`src/rtl/core_step_ctrl.sv`:
```
// Step/run execution controller for the single-cycle core: debounced buttons, step strobe, run divider.
// Optional PC breakpoint halt is compiled in when CORE_STEP_CTRL_BREAKPOINT_EN is defined.
module core_step_ctrl #(
    parameter int DEBOUNCE_CYCLES = 250000,
    parameter int RUN_DIV         = 1,
    parameter int CNT_W           = 16
) (
    input  logic             clk,
    input  logic             rst,
    input  logic             btn_step,
    input  logic             btn_run,
    input  logic [31:0]      pc_in,
    input  logic [31:0]      bp_addr,
    input  logic             bp_valid,
    output logic             step_en,
    output logic             running,
    output logic             halted_bp,
    output logic [CNT_W-1:0] step_count
);

    localparam int DB_W  = (DEBOUNCE_CYCLES > 2) ? $clog2(DEBOUNCE_CYCLES) : 1;
    localparam int DIV_W = (RUN_DIV > 2) ? $clog2(RUN_DIV) : 1;
    localparam logic [DB_W-1:0]  DB_LAST  = DB_W'(DEBOUNCE_CYCLES - 1);
    localparam logic [DIV_W-1:0] DIV_LAST = DIV_W'(RUN_DIV - 1);

`ifdef CORE_STEP_CTRL_BREAKPOINT_EN
    typedef enum logic [1:0] {IDLE = 2'd0, RUN = 2'd1, BP_HALT = 2'd2} state_t;
`else
    typedef enum logic [1:0] {IDLE = 2'd0, RUN = 2'd1} state_t;
`endif

    // Bit 0 is the STEP button, bit 1 the RUN button.
    logic [1:0]      sync_a;
    logic [1:0]      sync_b;
    logic [1:0]      db;
    logic [1:0]      db_d;
    logic [DB_W-1:0] db_cnt [2];
    logic            step_press;
    logic            run_press;

    state_t           state;
    state_t           state_nxt;
    logic [DIV_W-1:0] div;
    logic [DIV_W-1:0] div_nxt;
    logic             skip_bp;
    logic             skip_nxt;
    logic             step_nxt;

    // Synchronize both buttons and accept a new level only after DEBOUNCE_CYCLES stable samples.
    always_ff @(posedge clk) begin
        if (rst) begin
            sync_a <= 2'b00;
            sync_b <= 2'b00;
            db     <= 2'b00;
            db_d   <= 2'b00;
            for (int i = 0; i < 2; i++) begin
                db_cnt[i] <= '0;
            end
        end else begin
            sync_a <= {btn_run, btn_step};
            sync_b <= sync_a;
            db_d   <= db;
            for (int i = 0; i < 2; i++) begin
                if (sync_b[i] != db[i]) begin
                    if (db_cnt[i] == DB_LAST) begin
                        db[i]     <= sync_b[i];
                        db_cnt[i] <= '0;
                    end else begin
                        db_cnt[i] <= db_cnt[i] + DB_W'(1);
                    end
                end else begin
                    db_cnt[i] <= '0;
                end
            end
        end
    end

    assign step_press = db[0] & ~db_d[0];
    assign run_press  = db[1] & ~db_d[1];

    // Next-state logic; a run press always takes priority over any step.
    always_comb begin
        state_nxt = state;
        div_nxt   = div;
        skip_nxt  = skip_bp;
        step_nxt  = 1'b0;
        case (state)
            IDLE: begin
                if (run_press) begin
                    state_nxt = RUN;
                    div_nxt   = '0;
                    skip_nxt  = 1'b1;
                end else if (step_press) begin
                    step_nxt = 1'b1;
                end else begin
                    step_nxt = 1'b0;
                end
            end
            RUN: begin
                if (run_press) begin
                    state_nxt = IDLE;
                end else if (div == DIV_LAST) begin
                    div_nxt = '0;
`ifdef CORE_STEP_CTRL_BREAKPOINT_EN
                    if (bp_valid && (pc_in == bp_addr) && !skip_bp) begin
                        state_nxt = BP_HALT;
                    end else begin
                        step_nxt = 1'b1;
                        skip_nxt = 1'b0;
                    end
`else
                    step_nxt = 1'b1;
                    skip_nxt = 1'b0;
`endif
                end else begin
                    div_nxt = div + DIV_W'(1);
                end
            end
`ifdef CORE_STEP_CTRL_BREAKPOINT_EN
            BP_HALT: begin
                // Resuming sets skip_bp so the core can leave the breakpoint PC.
                if (run_press) begin
                    state_nxt = RUN;
                    div_nxt   = '0;
                    skip_nxt  = 1'b1;
                end else if (step_press) begin
                    state_nxt = IDLE;
                    step_nxt  = 1'b1;
                end else begin
                    state_nxt = BP_HALT;
                end
            end
`endif
            default: begin
                state_nxt = IDLE;
            end
        endcase
    end

`ifndef CORE_STEP_CTRL_BREAKPOINT_EN
    logic bp_unused;
    assign bp_unused = ^{bp_valid, bp_addr, pc_in, skip_bp};
`endif

    // State register and registered outputs.
    always_ff @(posedge clk) begin
        if (rst) begin
            state      <= IDLE;
            div        <= '0;
            skip_bp    <= 1'b0;
            step_en    <= 1'b0;
            running    <= 1'b0;
            halted_bp  <= 1'b0;
            step_count <= '0;
        end else begin
            state      <= state_nxt;
            div        <= div_nxt;
            skip_bp    <= skip_nxt;
            step_en    <= step_nxt;
            running    <= (state_nxt == RUN);
`ifdef CORE_STEP_CTRL_BREAKPOINT_EN
            halted_bp  <= (state_nxt == BP_HALT);
`else
            halted_bp  <= 1'b0;
`endif
            step_count <= step_count + CNT_W'(step_nxt);
        end
    end

endmodule

```
`config.mk`:
```
export PLATFORM = sky130hd
export DESIGN_NAME = core_step_ctrl
export DESIGN_NICKNAME = d
export VERILOG_FILES = /design/src/rtl/core_step_ctrl.sv
export SDC_FILE = /design/constraint.sdc
export NUM_CORES = 1
export LEC_CHECK = 0
export BUFFER_PORTS_ARGS = -buffer_cell sky130_fd_sc_hd__buf_2
export CORE_MARGIN = 5
export CORE_UTILIZATION = 40
export CTS_BUF_LIST = sky130_fd_sc_hd__clkbuf_4 sky130_fd_sc_hd__clkbuf_8
export CTS_CLUSTER_SIZE = 8
export DETAILED_ROUTE_END_ITERATION = 8
export HOLD_SLACK_MARGIN = 0.05
export PLACE_DENSITY = 0.65
export SYNTH_ARGS = -nofsm -noshare
export SYNTH_HDL_FRONTEND = slang
export SYNTH_SLANG_ARGS = --single-unit
```
`constraint.sdc`:
```
create_clock -name clk -period 2.1 [get_ports clk]
set_clock_uncertainty 0.1 [all_clocks]
set_input_delay 0.105 -clock clk [delete_from_list [all_inputs] [get_ports clk]]
set_output_delay 0.105 -clock clk [all_outputs]
set_load 0.05 [all_outputs]
```
After elaboration in Yosys (flattened, before gate mapping)

Memory sizes are Yosys's and may differ from the RTL's.
Cells that the tools add are included.

Bitwise gates (word level): 10
Reduce and logical (&&, ||, !) cells: 5
Add/subtract/negate cells: 4
Eq/ne operators: 8
Mux-type cells: 42

Operators with widths:

| cell                  | count |
|---|---|
| $mux 18               | 6 |
| $add 18x1->18 const B | 2 |
| $eq 18x18->1 const B  | 2 |
| $mux 1                | 31 |
| $add 16x1->16         | 1 |
| $or 1x1->1            | 6 |
| $eq 2x1->1 const B    | 2 |
| $mux 2                | 2 |
| $ne 2x2->1 const B    | 2 |
| $pmux 1 s2            | 2 |
| $pmux 2 s2            | 1 |
| $reduce_and 2->1      | 2 |
| $reduce_and 3->1      | 1 |
| $and 1x1->1           | 2 |
| $logic_not 2->1       | 1 |
| $ne 1x1->1            | 2 |
| $not 1->1             | 2 |
| $reduce_bool 2->1     | 1 |
| $add 1x1->1 const B   | 1 |

Output and inout port bits: 19
Memories: 1
Memory bits (writable): 36
Flip-flop bits (word level): 29
Logic and storage cells: 80

Memory list:

| name   | words | width | read ports | clocked after Yosys merged registers in | wr ports | RTL line | RTL |
|---|---|---|---|---|---|---|---|
| db_cnt | 2     | 18    | 2          | 0                                       | 2        | 37       | `logic [DB_W-1:0] db_cnt [2];` |

Longest topological paths before layout

Gate-level depths: netlist of the first run.
An unclocked memory read counts as a cell.

Depth in word-level cells: 9
Depth in mapped cells: 10
Gate-level depth less buffers: 9

Worst setup path before layout of the first run

Ideal clock, no wire load.

Kind: reg-to-reg
Start point: mem db_cnt[1][13] (netlist name)
End point: mem db_cnt[1][10] (netlist name) (data pin)
Data required time: 1.746 ns
Arrival time: 1.833 ns
Cell stages (with the launch flop): 6
Path slack: -0.087 ns
Buffers on the path: 1
Setup time: 0.254 ns
Cell sequence: edfxtp_1 -> or4b_1 -> or4_4 -> o21ai_4 -> buf_6 -> nor2_1

RTL lines:

| element         | RTL line |
|---|---|
| start, declared | 37 |

==> results of run 1 <==
power by group through the flow:
stage               Combinational (µW)  Clock [µW]  Sequential, µW
floorplan                         75.6           0            1410
global placement                   106           0            1410
detailed placement                 107           0            1410
CTS                                112        1240            1380
global route                       131        1300            1390
finish                             115        1200            1390
state kept, by name, indices dropped and copies added, names as in the netlist:
name / flops
db_d: 2
db: 2
step_en: 1
db_cnt: 36
state: 2
sync_a: 2
step_count: 16
running: 1
sync_b: 2
critical path: stages (launching register included):
cell      delay, ns
edfxtp_1       0.41
or4b_4         0.55
or4_4          0.52
o21ai_4        0.17
buf_12         0.16
nor2_1         0.05
placed cells by master (no fill, tap or decap), types with 7 or more instances in the layout:
| cell type | instances |
|---|---|
| edfxtp_1 | 36 |
| dfxtp_1 | 24 |
| nand2_1 | 14 |
| conb_1 | 38 |
| nor4_1 | 10 |
| nand4_1 | 14 |
| nor2_1 | 51 |
| inv_1 | 7 |
| nand3_1 | 18 |
| clkbuf_8 | 9 |
| xor2_1 | 16 |
| a21oi_1 | 8 |
| xnor2_1 | 25 |
| buf_4 | 25 |
| buf_2 | 21 |
| nor2b_1 | 10 |
timing repair:
item	4_1_cts	5_1_grt
gates resized for setup	0	7
hold endpoints to repair	2	0
pin swaps	0	1
setup buffers	1	1
hold buffers	2	0
endpoints found under the setup margin	18	24
routing by layer:
metal	global-route usage, %	wire length, µm	part of all wire [%]	vias up
li1	-	-	-	1208
met1	15.2	2630	47	1089
met2	20.9	2720	49	16
met3	5.00	174	3.1	9
met4	4.15	83	1.5	0
met5	0	0	0	-
metrics by stage:
step / total power (µW) / worst slack, ns / instances / TNS (ns)
3_5_place_dp: 1520 / -0.0885 / 472 / -1.43
5_1_grt: 2820 / -0.167 / 492 / -2.68
3_3_place_gp: 1520 / -0.0704 / 472 / -1.15
6_report: 2700 / -0.113 / 492 / -1.85
4_1_cts: 2730 / -0.0920 / 491 / -1.52
2_1_floorplan: 1480 / -0.0868 / 337 / -0.860
logic make-up (layout without fill, tap and decap cells):
group / after synthesis / count (layout) / share of synthesized area [%]
AND/OR/NAND/NOR: 150 / 150 / 25.5
flip-flops: 64 / 64 / 53.1
XOR/XNOR: 41 / 41 / 11.6
AO/OA/AOI/OAI: 19 / 19 / 4.42
buffers and inverters: 19 / 72 / 2.79
adder cells (fa/ha/maj): 4 / 4 / 1.62
other: 2 / 38 / 0.243
multiplexers: 2 / 2 / 0.689
layout make-up:
class	instances	area, µm²	share of cell area, %
clock inverters	7	101	2.61
clock buffers	9	124	3.20
repair buffers	49	333	8.59
well taps	102	128	3.29
flip-flops and latches	64	1650	42.5
multi-input cells	254	1520	39.2
inverters	7	26.3	0.678
worst max path at each step:
stage | start | endpoint | slack (ns)
after floorplan | db_cnt[1][6]$_SDFFCE_PP0P_ | db_cnt[1][10]$_SDFFCE_PP0P_ | -0.09
after global placement | db_cnt[1][6]$_SDFFCE_PP0P_ | db_cnt[1][9]$_SDFFCE_PP0P_ | -0.07
after detailed placement | db_cnt[1][6]$_SDFFCE_PP0P_ | db_cnt[1][10]$_SDFFCE_PP0P_ | -0.09
after CTS | db_cnt[1][6]$_SDFFCE_PP0P_ | db_cnt[1][10]$_SDFFCE_PP0P_ | -0.09
after global routing | db_cnt[1][6]$_SDFFCE_PP0P_ | db_cnt[1][8]$_SDFFCE_PP0P_ | -0.17
final | db_cnt[1][6]$_SDFFCE_PP0P_ | db_cnt[1][6]$_SDFFCE_PP0P_ | -0.11
==> flow_metrics.env, run 1 <==
export IMPL_utilization_pct=51.0
export IMPL_p_per_area_mw_per_mm2=697
export IMPL_reg2regPathDepth=5
export IMPL_grt_max_degree=29
export IMPL_wl_per_cell_um=11.4
export IMPL_synth_commonest_cells="nor2_1 (51), edfxtp_1 (36), dfxtp_1 (28)"
export IMPL_clkLatencyLatePin_ns=0.35
export IMPL_finalCritPeriodShare_pct=105
export IMPL_yosys_area_top_type="edfxtp_1"
export IMPL_yosysWarnings=0
export IMPL_critPathLaunchType="register"
export IMPL_synth_area_leaders="edfxtp_1 (35%), dfxtp_1 (18%), xnor2_1 (7.1%)"
export IMPL_hold_path_cell_count=3
export IMPL_die_w_um=97.9
export IMPL_leakage_uw=0.00143
export IMPL_die_area_mm2=0.00958
export IMPL_dpl_cell_area_mm2=0.00359
export IMPL_cp_end_kind="register"
export IMPL_peakVddDrop_mv=0.386
export IMPL_seq_power_share_pct=51.3
export IMPL_synth_cell_types=38
export IMPL_final_cell_area_mm2=0.00388
export IMPL_ys_ff_latch=64
export IMPL_min_period_ns=2.21
export IMPL_drtAntennaViolNets=0
export IMPL_ff2ff_setup_slack_ns=-0.11
export IMPL_cts_made_buffers=9
export IMPL_worstSetupPathType="register to register"
export IMPL_hp_start="rst"
export IMPL_clockBufferDepth=2
export IMPL_synth_top_area_share_pct=35.0
export IMPL_grt_setup_unrepaired="yes"
export IMPL_rows=32
export IMPL_pwr_share_clk_pct=44.5
export IMPL_synth_edf_count=36
export IMPL_yosysSeqAreaShare_pct=53.1
export IMPL_cts_tree="yes"
export IMPL_p_comb_share_pct=4.2
export IMPL_overflow=0
export IMPL_ios=88
export IMPL_h_tree_depth=3
export IMPL_core_mm2=0.00761
export IMPL_antenna_found_initial=0
export IMPL_dpl_hpwl_mm=3.89
export IMPL_first_global_vias=2263
export IMPL_maxCapViolCount=0
export IMPL_hold_viol=0
export IMPL_power_switching_uw=612
export IMPL_syn_area_per_cell_um2=10.3
export IMPL_setup_viol=18
export IMPL_synthArstFlopShare_pct=0
export IMPL_path_clk_slew_ns=0.08
export IMPL_die_h_um=97.9
export IMPL_synth_ff_type="edfxtp_1"
export IMPL_cp_arrival_ns=2.21
export IMPL_layout_drive_gt1_share_pct=20.3
export IMPL_worst_hold_slack_ns=0.152
export IMPL_grt_pass1_wl_mm=9.87
export IMPL_fmax_mhz=452
export IMPL_fillers=706
export IMPL_min_to="step_count[2]$_SDFF_PP0_"
export IMPL_hold_class="primary input to register"
export IMPL_dr_pass1_iters=4
export IMPL_remaining_drc_errors=0
export IMPL_nNetsFinal=458
export IMPL_drt_iter0_drc=53
export IMPL_antenna_cells=0
export IMPL_p_int_uw=2090
export IMPL_violations="setup timing"
export IMPL_gp_congestion=0.764
export IMPL_grt_usage_pct=12.7
export IMPL_rr_startpoint="db_cnt[1][6]$_SDFFCE_PP0P_"
export IMPL_yosysMostFrequentCell="nor2_1"
export IMPL_timing_rr_end="db_cnt[1][6]$_SDFFCE_PP0P_"
export IMPL_viasPerCell=4.72
export IMPL_cp_max_fo=17
export IMPL_io_buffers=21
export IMPL_vias=2322
export IMPL_netlist_area_mm2=0.00309
export IMPL_crit_required_ns=2.10
export IMPL_routed_wl_mm=5.61
export IMPL_switching_share_pct=22.6
export IMPL_synthToLayoutAreaGrowth_pct=25.5
export IMPL_postSynthCellCount=301
export IMPL_status="finished, violations left"
export IMPL_initial_utilization_pct=40.6
export IMPL_cts_root_buf="clkbuf_8"
export IMPL_tritoncts_num_sinks=64
export IMPL_finalWorstSetupSlack_ns=-0.113
export IMPL_drv_slew=0
(Power assumes the default switching activity.)
==> run 2, diff against run 1 <==
Settings changed: CELL_PAD_IN_SITES_DETAIL_PLACEMENT set to 0, CELL_PAD_IN_SITES_GLOBAL_PLACEMENT set to 2, CORE_UTILIZATION 40 to 30, PLACE_DENSITY 0.65 to 0.84.
==> flow_metrics.env, run 2 (synthesis results as in run 1) <==
export IMPL_globalRouteMet2Util_pct=16.1
export IMPL_cts_made_buffers=9
export IMPL_drt_iter0_drc=152
export IMPL_ios=88
export IMPL_seq_power_share_pct=51.2
export IMPL_final_cell_area_mm2=0.00393
export IMPL_cts_root_buf="clkbuf_8"
export IMPL_switching_share_pct=22.7
export IMPL_maxCapViolCount=0
export IMPL_tritoncts_num_sinks=64
export IMPL_vias=2365
export IMPL_overflow=0
export IMPL_core_mm2=0.0102
export IMPL_antenna_cells=0
export IMPL_worst_hold_slack_ns=0.339
export IMPL_worstSetupPathType="register to register"
export IMPL_top_regs="db_cnt (36), step_count (16)"
export IMPL_viasPerCell=4.48
export IMPL_clockBufferDepth=2
export IMPL_pwr_share_clk_pct=44.5
export IMPL_routed_wl_mm=5.88
export IMPL_io_buffers=21
export IMPL_busiest_layer="met2"
export IMPL_p_int_uw=2090
export IMPL_cts_tree="yes"
export IMPL_grtUsageMet3_pct=3.64
export IMPL_cp_max_fo=17
export IMPL_path_clk_slew_ns=0.07
export IMPL_regMostFlops="db_cnt"
export IMPL_layout_drive_gt1_share_pct=19.4
export IMPL_dpl_hpwl_mm=4.14
export IMPL_nNetsFinal=460
export IMPL_dr_pass1_iters=4
export IMPL_p_per_area_mw_per_mm2=688
export IMPL_first_global_vias=2226
export IMPL_finalWorstSetupSlack_ns=-0.0984
export IMPL_leakage_uw=0.00144
export IMPL_h_tree_depth=3
export IMPL_grt_pass1_wl_mm=10.1
export IMPL_cp_end_kind="register"
export IMPL_min_period_ns=2.20
export IMPL_drtAntennaViolNets=0
export IMPL_clkLatencyLatePin_ns=0.34
export IMPL_dpl_cell_area_mm2=0.00364
export IMPL_preCtsSetupSlack_ns=-0.119
export IMPL_hold_viol=0
export IMPL_layout_commonest_cell="nor2_1"
export IMPL_initial_utilization_pct=30.3
export IMPL_crit_required_ns=2.08
export IMPL_die_area_mm2=0.0124
export IMPL_finalCritPeriodShare_pct=105
export IMPL_status="finished, violations left"
export IMPL_largest_reg_flops=36
export IMPL_die_h_um=111
export IMPL_final_cell_mix="nor2_1 (51), conb_1 (38), edfxtp_1 (36)"
export IMPL_p_comb_share_pct=4.3
export IMPL_die_w_um=111
export IMPL_postCtsSetupRepairBufs=0
export IMPL_grt_max_degree=18
export IMPL_gp_congestion=0.766
export IMPL_remaining_drc_errors=0
export IMPL_fmax_mhz=455
export IMPL_grt_setup_unrepaired="yes"
export IMPL_use_met1_pct=12.5
export IMPL_peakVddDrop_mv=0.421
export IMPL_power_switching_uw=614
export IMPL_setup_viol=19
export IMPL_drv_slew=0
export IMPL_wl_per_cell_um=11.1
export IMPL_antenna_found_initial=0
export IMPL_critPathLaunchType="register"
export IMPL_hold_class="register to register"
export IMPL_cp_arrival_ns=2.18
export IMPL_violations="setup timing"
export IMPL_rows=37
export IMPL_grt_usage_pct=9.94
export IMPL_synthToLayoutAreaGrowth_pct=27.3
run 2: cell types whose count changed in the layout (fill, tap and decap cells not counted), sizes merged:
cell | before | now
clkinv | 1 | 3
inv | 11 | 9
buf | 47 | 46
dlygate4sd3 | 2 | 5
run 2: worst max-delay path, cell delays in order (launching register included):
cell and delay [ns]:
edfxtp_1 0.40, or4b_4 0.55, or4_4 0.52, o21ai_4 0.16, buf_12 0.16, a21oi_1 0.05
run 2: final cells by class:
type / count / area, µm²
Clock buffer: 9 / 124
Clock inverter: 7 / 103
Fill cell: 1029 / 6250
Inverter: 7 / 26.3
Multi-Input combinational cell: 254 / 1510
Sequential cell: 64 / 1650
Tap cell: 136 / 170
Timing Repair Buffer: 51 / 355
run 2: power by group through the flow:
| stage | Combinational, µW | Sequential, µW | Clock [µW] |
|---|---|---|---|
| after detailed placement | 108 | 1410 | 0 |
| after floorplan | 75.6 | 1410 | 0 |
| after global placement | 108 | 1410 | 0 |
| after global routing | 132 | 1390 | 1310 |
| after CTS | 116 | 1380 | 1250 |
| final | 117 | 1380 | 1200 |
run 2: through the flow:
step	cells	utilization, %	total power, µW	setup TNS [ns]
floorplan	337	-	1480	-0.860
global placement	507	35.8	1520	-1.27
detailed placement	507	35.8	1520	-1.89
CTS	528	38.5	2750	-1.72
global route	528	38.6	2830	-2.38
finish	528	38.6	2710	-1.45
run 2: routing by layer:
| metal | wire length (µm) | share of wire [%] |
|---|---|---|
| met1 | 2820 | 48 |
| met2 | 2780 | 47 |
| met3 | 196 | 3.3 |
| met4 | 78 | 1.3 |
| met5 | 0 | 0 |
run 2: worst paths after layout:
kind | start | end | slack [ns] | cells after the start
setup / recovery | db_cnt[1][6]$_SDFFCE_PP0P_ | db_cnt[1][17]$_SDFFCE_PP0P_ | -0.1 | 5
hold reg to reg | sync_a[0]$_SDFF_PP0_ | sync_b[0]$_SDFF_PP0_ | 0.34 | 1
hold / removal | sync_a[0]$_SDFF_PP0_ | sync_b[0]$_SDFF_PP0_ | 0.34 | 1
setup reg to reg | db_cnt[1][6]$_SDFFCE_PP0P_ | db_cnt[1][17]$_SDFFCE_PP0P_ | -0.1 | 5
run 2: repair_timing:
item / in CTS / in global routing
endpoints found under the setup margin: 19 / 24
hold buffers: 5 / 0
cloned: 0 / 0
hold endpoints to repair: 11 / 0
resized for setup: 1 / 3
==> run 3, diff against run 2 <==
Settings changed: SETUP_SLACK_MARGIN set to 0.05.
==> flow_metrics.env, run 3 (synthesis results as in run 1) <==
export IMPL_violations="setup timing"
export IMPL_layout_drive_gt1_share_pct=20.4
export IMPL_leakage_uw=0.00144
export IMPL_drtAntennaViolNets=0
export IMPL_top_regs="db_cnt (36), step_count (16)"
export IMPL_rows=37
export IMPL_dpl_hpwl_mm=4.21
export IMPL_rr_startpoint="db_cnt[1][6]$_SDFFCE_PP0P_"
export IMPL_postCtsSetupRepairBufs=0
export IMPL_nNetsFinal=460
export IMPL_viasPerCell=4.45
export IMPL_finalNonFillerCells=528
export IMPL_layout_commonest_cell="nor2_1"
export IMPL_finalWorstSetupSlack_ns=-0.0745
export IMPL_core_mm2=0.0102
export IMPL_clkLatencyLatePin_ns=0.34
export IMPL_first_global_vias=2288
export IMPL_cts_made_buffers=9
export IMPL_wl_per_cell_um=11.2
export IMPL_cts_root_buf="clkbuf_8"
export IMPL_placedCellCount=508
export IMPL_cp_end_kind="register"
export IMPL_final_cell_mix="nor2_1 (51), conb_1 (38), edfxtp_1 (36)"
export IMPL_drt_iter0_drc=80
export IMPL_p_per_area_mw_per_mm2=683
export IMPL_hold_viol=0
export IMPL_hold_class="register to register"
export IMPL_grt_pass1_wl_mm=10.2
export IMPL_path_clk_slew_ns=0.07
export IMPL_antenna_found_initial=0
export IMPL_overflow=0
export IMPL_remaining_drc_errors=0
export IMPL_finalCritPeriodShare_pct=104
export IMPL_peakVddDrop_mv=0.276
export IMPL_finalSetupTns_ns=-1.08
export IMPL_min_to="sync_b[1]$_SDFF_PP0_"
export IMPL_setup_viol=17
export IMPL_utilization_pct=38.9
export IMPL_antenna_cells=0
export IMPL_critPathLaunchType="register"
export IMPL_die_area_mm2=0.0124
export IMPL_hold_path_cell_count=1
export IMPL_synthToLayoutAreaGrowth_pct=28.2
export IMPL_io_buffers=21
export IMPL_grt_max_degree=18
export IMPL_maxCapViolCount=0
export IMPL_grt_usage_pct=10.0
export IMPL_die_h_um=111
export IMPL_crit_required_ns=2.08
export IMPL_largest_reg_flops=36
export IMPL_ios=88
export IMPL_dr_pass1_iters=4
export IMPL_worstSetupPathType="register to register"
export IMPL_worst_hold_slack_ns=0.342
export IMPL_cp_arrival_ns=2.16
export IMPL_gp_congestion=0.771
export IMPL_drv_slew=0
export IMPL_cts_tree="yes"
export IMPL_regMostFlops="db_cnt"
export IMPL_min_period_ns=2.17
export IMPL_routed_wl_mm=5.92
export IMPL_clockBufferDepth=2
export IMPL_vias=2350
export IMPL_preCtsSetupSlack_ns=-0.0872
export IMPL_reg2regPathDepth=5
export IMPL_cp_max_fo=17
export IMPL_ff2ff_setup_slack_ns=-0.07
export IMPL_status="finished, violations left"
export IMPL_hp_start="sync_a[1]$_SDFF_PP0_"
export IMPL_fmax_mhz=460
export IMPL_initial_utilization_pct=30.3
export IMPL_tritoncts_num_sinks=64
export IMPL_timing_rr_end="db_cnt[1][17]$_SDFFCE_PP0P_"
export IMPL_grt_setup_unrepaired="yes"
export IMPL_die_w_um=111
export IMPL_fillers=1042
export IMPL_h_tree_depth=3
==> run 3: worst max path at each step <==
stage                                     from                          end  slack (ns)  depth (start not counted)
global route        db_cnt[1][6]$_SDFFCE_PP0P_  db_cnt[1][15]$_SDFFCE_PP0P_       -0.14                          5
CTS                 db_cnt[1][6]$_SDFFCE_PP0P_  db_cnt[1][17]$_SDFFCE_PP0P_       -0.09                          5
global placement    db_cnt[1][6]$_SDFFCE_PP0P_   db_cnt[1][9]$_SDFFCE_PP0P_       -0.08                          5
detailed placement  db_cnt[1][6]$_SDFFCE_PP0P_  db_cnt[1][12]$_SDFFCE_PP0P_       -0.09                          5
finish              db_cnt[1][6]$_SDFFCE_PP0P_  db_cnt[1][17]$_SDFFCE_PP0P_       -0.07                          5
floorplan           db_cnt[1][6]$_SDFFCE_PP0P_  db_cnt[1][10]$_SDFFCE_PP0P_       -0.09                          5
==> run 3: metal layers <==
layer,wire length [µm],share of wire [%],vias to the layer above,global-route usage [%]
met5,0,0,-,0
met3,192,3.2,4,3.64
li1,-,-,1215,-
met4,59,1.0,0,3.65
met2,2820,48,18,16.4
met1,2850,48,1113,12.2
==> run 3: area by class of cell <==
class / count / area [µm²] / share of cell area, %
clock inverters: 7 / 101 / 2.56
inverters: 7 / 26.3 / 0.664
repair buffers: 51 / 353 / 8.91
multi-input cells: 254 / 1540 / 38.8
clock buffers: 9 / 124 / 3.13
flip-flops and latches: 64 / 1650 / 41.6
well taps: 136 / 170 / 4.30
==> run 3: power breakdown <==
part           switching [µW]  internal (µW)
clock network             522            681
logic                    65.2           52.9
registers                29.1           1360
==> run 3: what timing repair did <==
action,4_1_cts,5_1_grt
pin swaps,0,1
endpoints found under the hold margin,10,0
gates cloned,0,0
setup endpoints to repair,19,26
resized for setup,0,8
hold buffers,4,0
==> run 3: through the flow <==
| step | power, µW | area, µm² |
|---|---|---|
| 2_1_floorplan | 1480 | 3240 |
| 3_3_place_gp | 1520 | 3660 |
| 3_5_place_dp | 1520 | 3660 |
| 4_1_cts | 2750 | 3930 |
| 5_1_grt | 2830 | 3960 |
| 6_report | 2710 | 3960 |
==> run 3: worst max-delay path, cell delays in order, from the launching register on <==
cell      delay [ns]
edfxtp_1        0.40
or4b_1          0.54
or4_4           0.52
o21ai_4         0.16
buf_12          0.16
a21oi_1         0.05
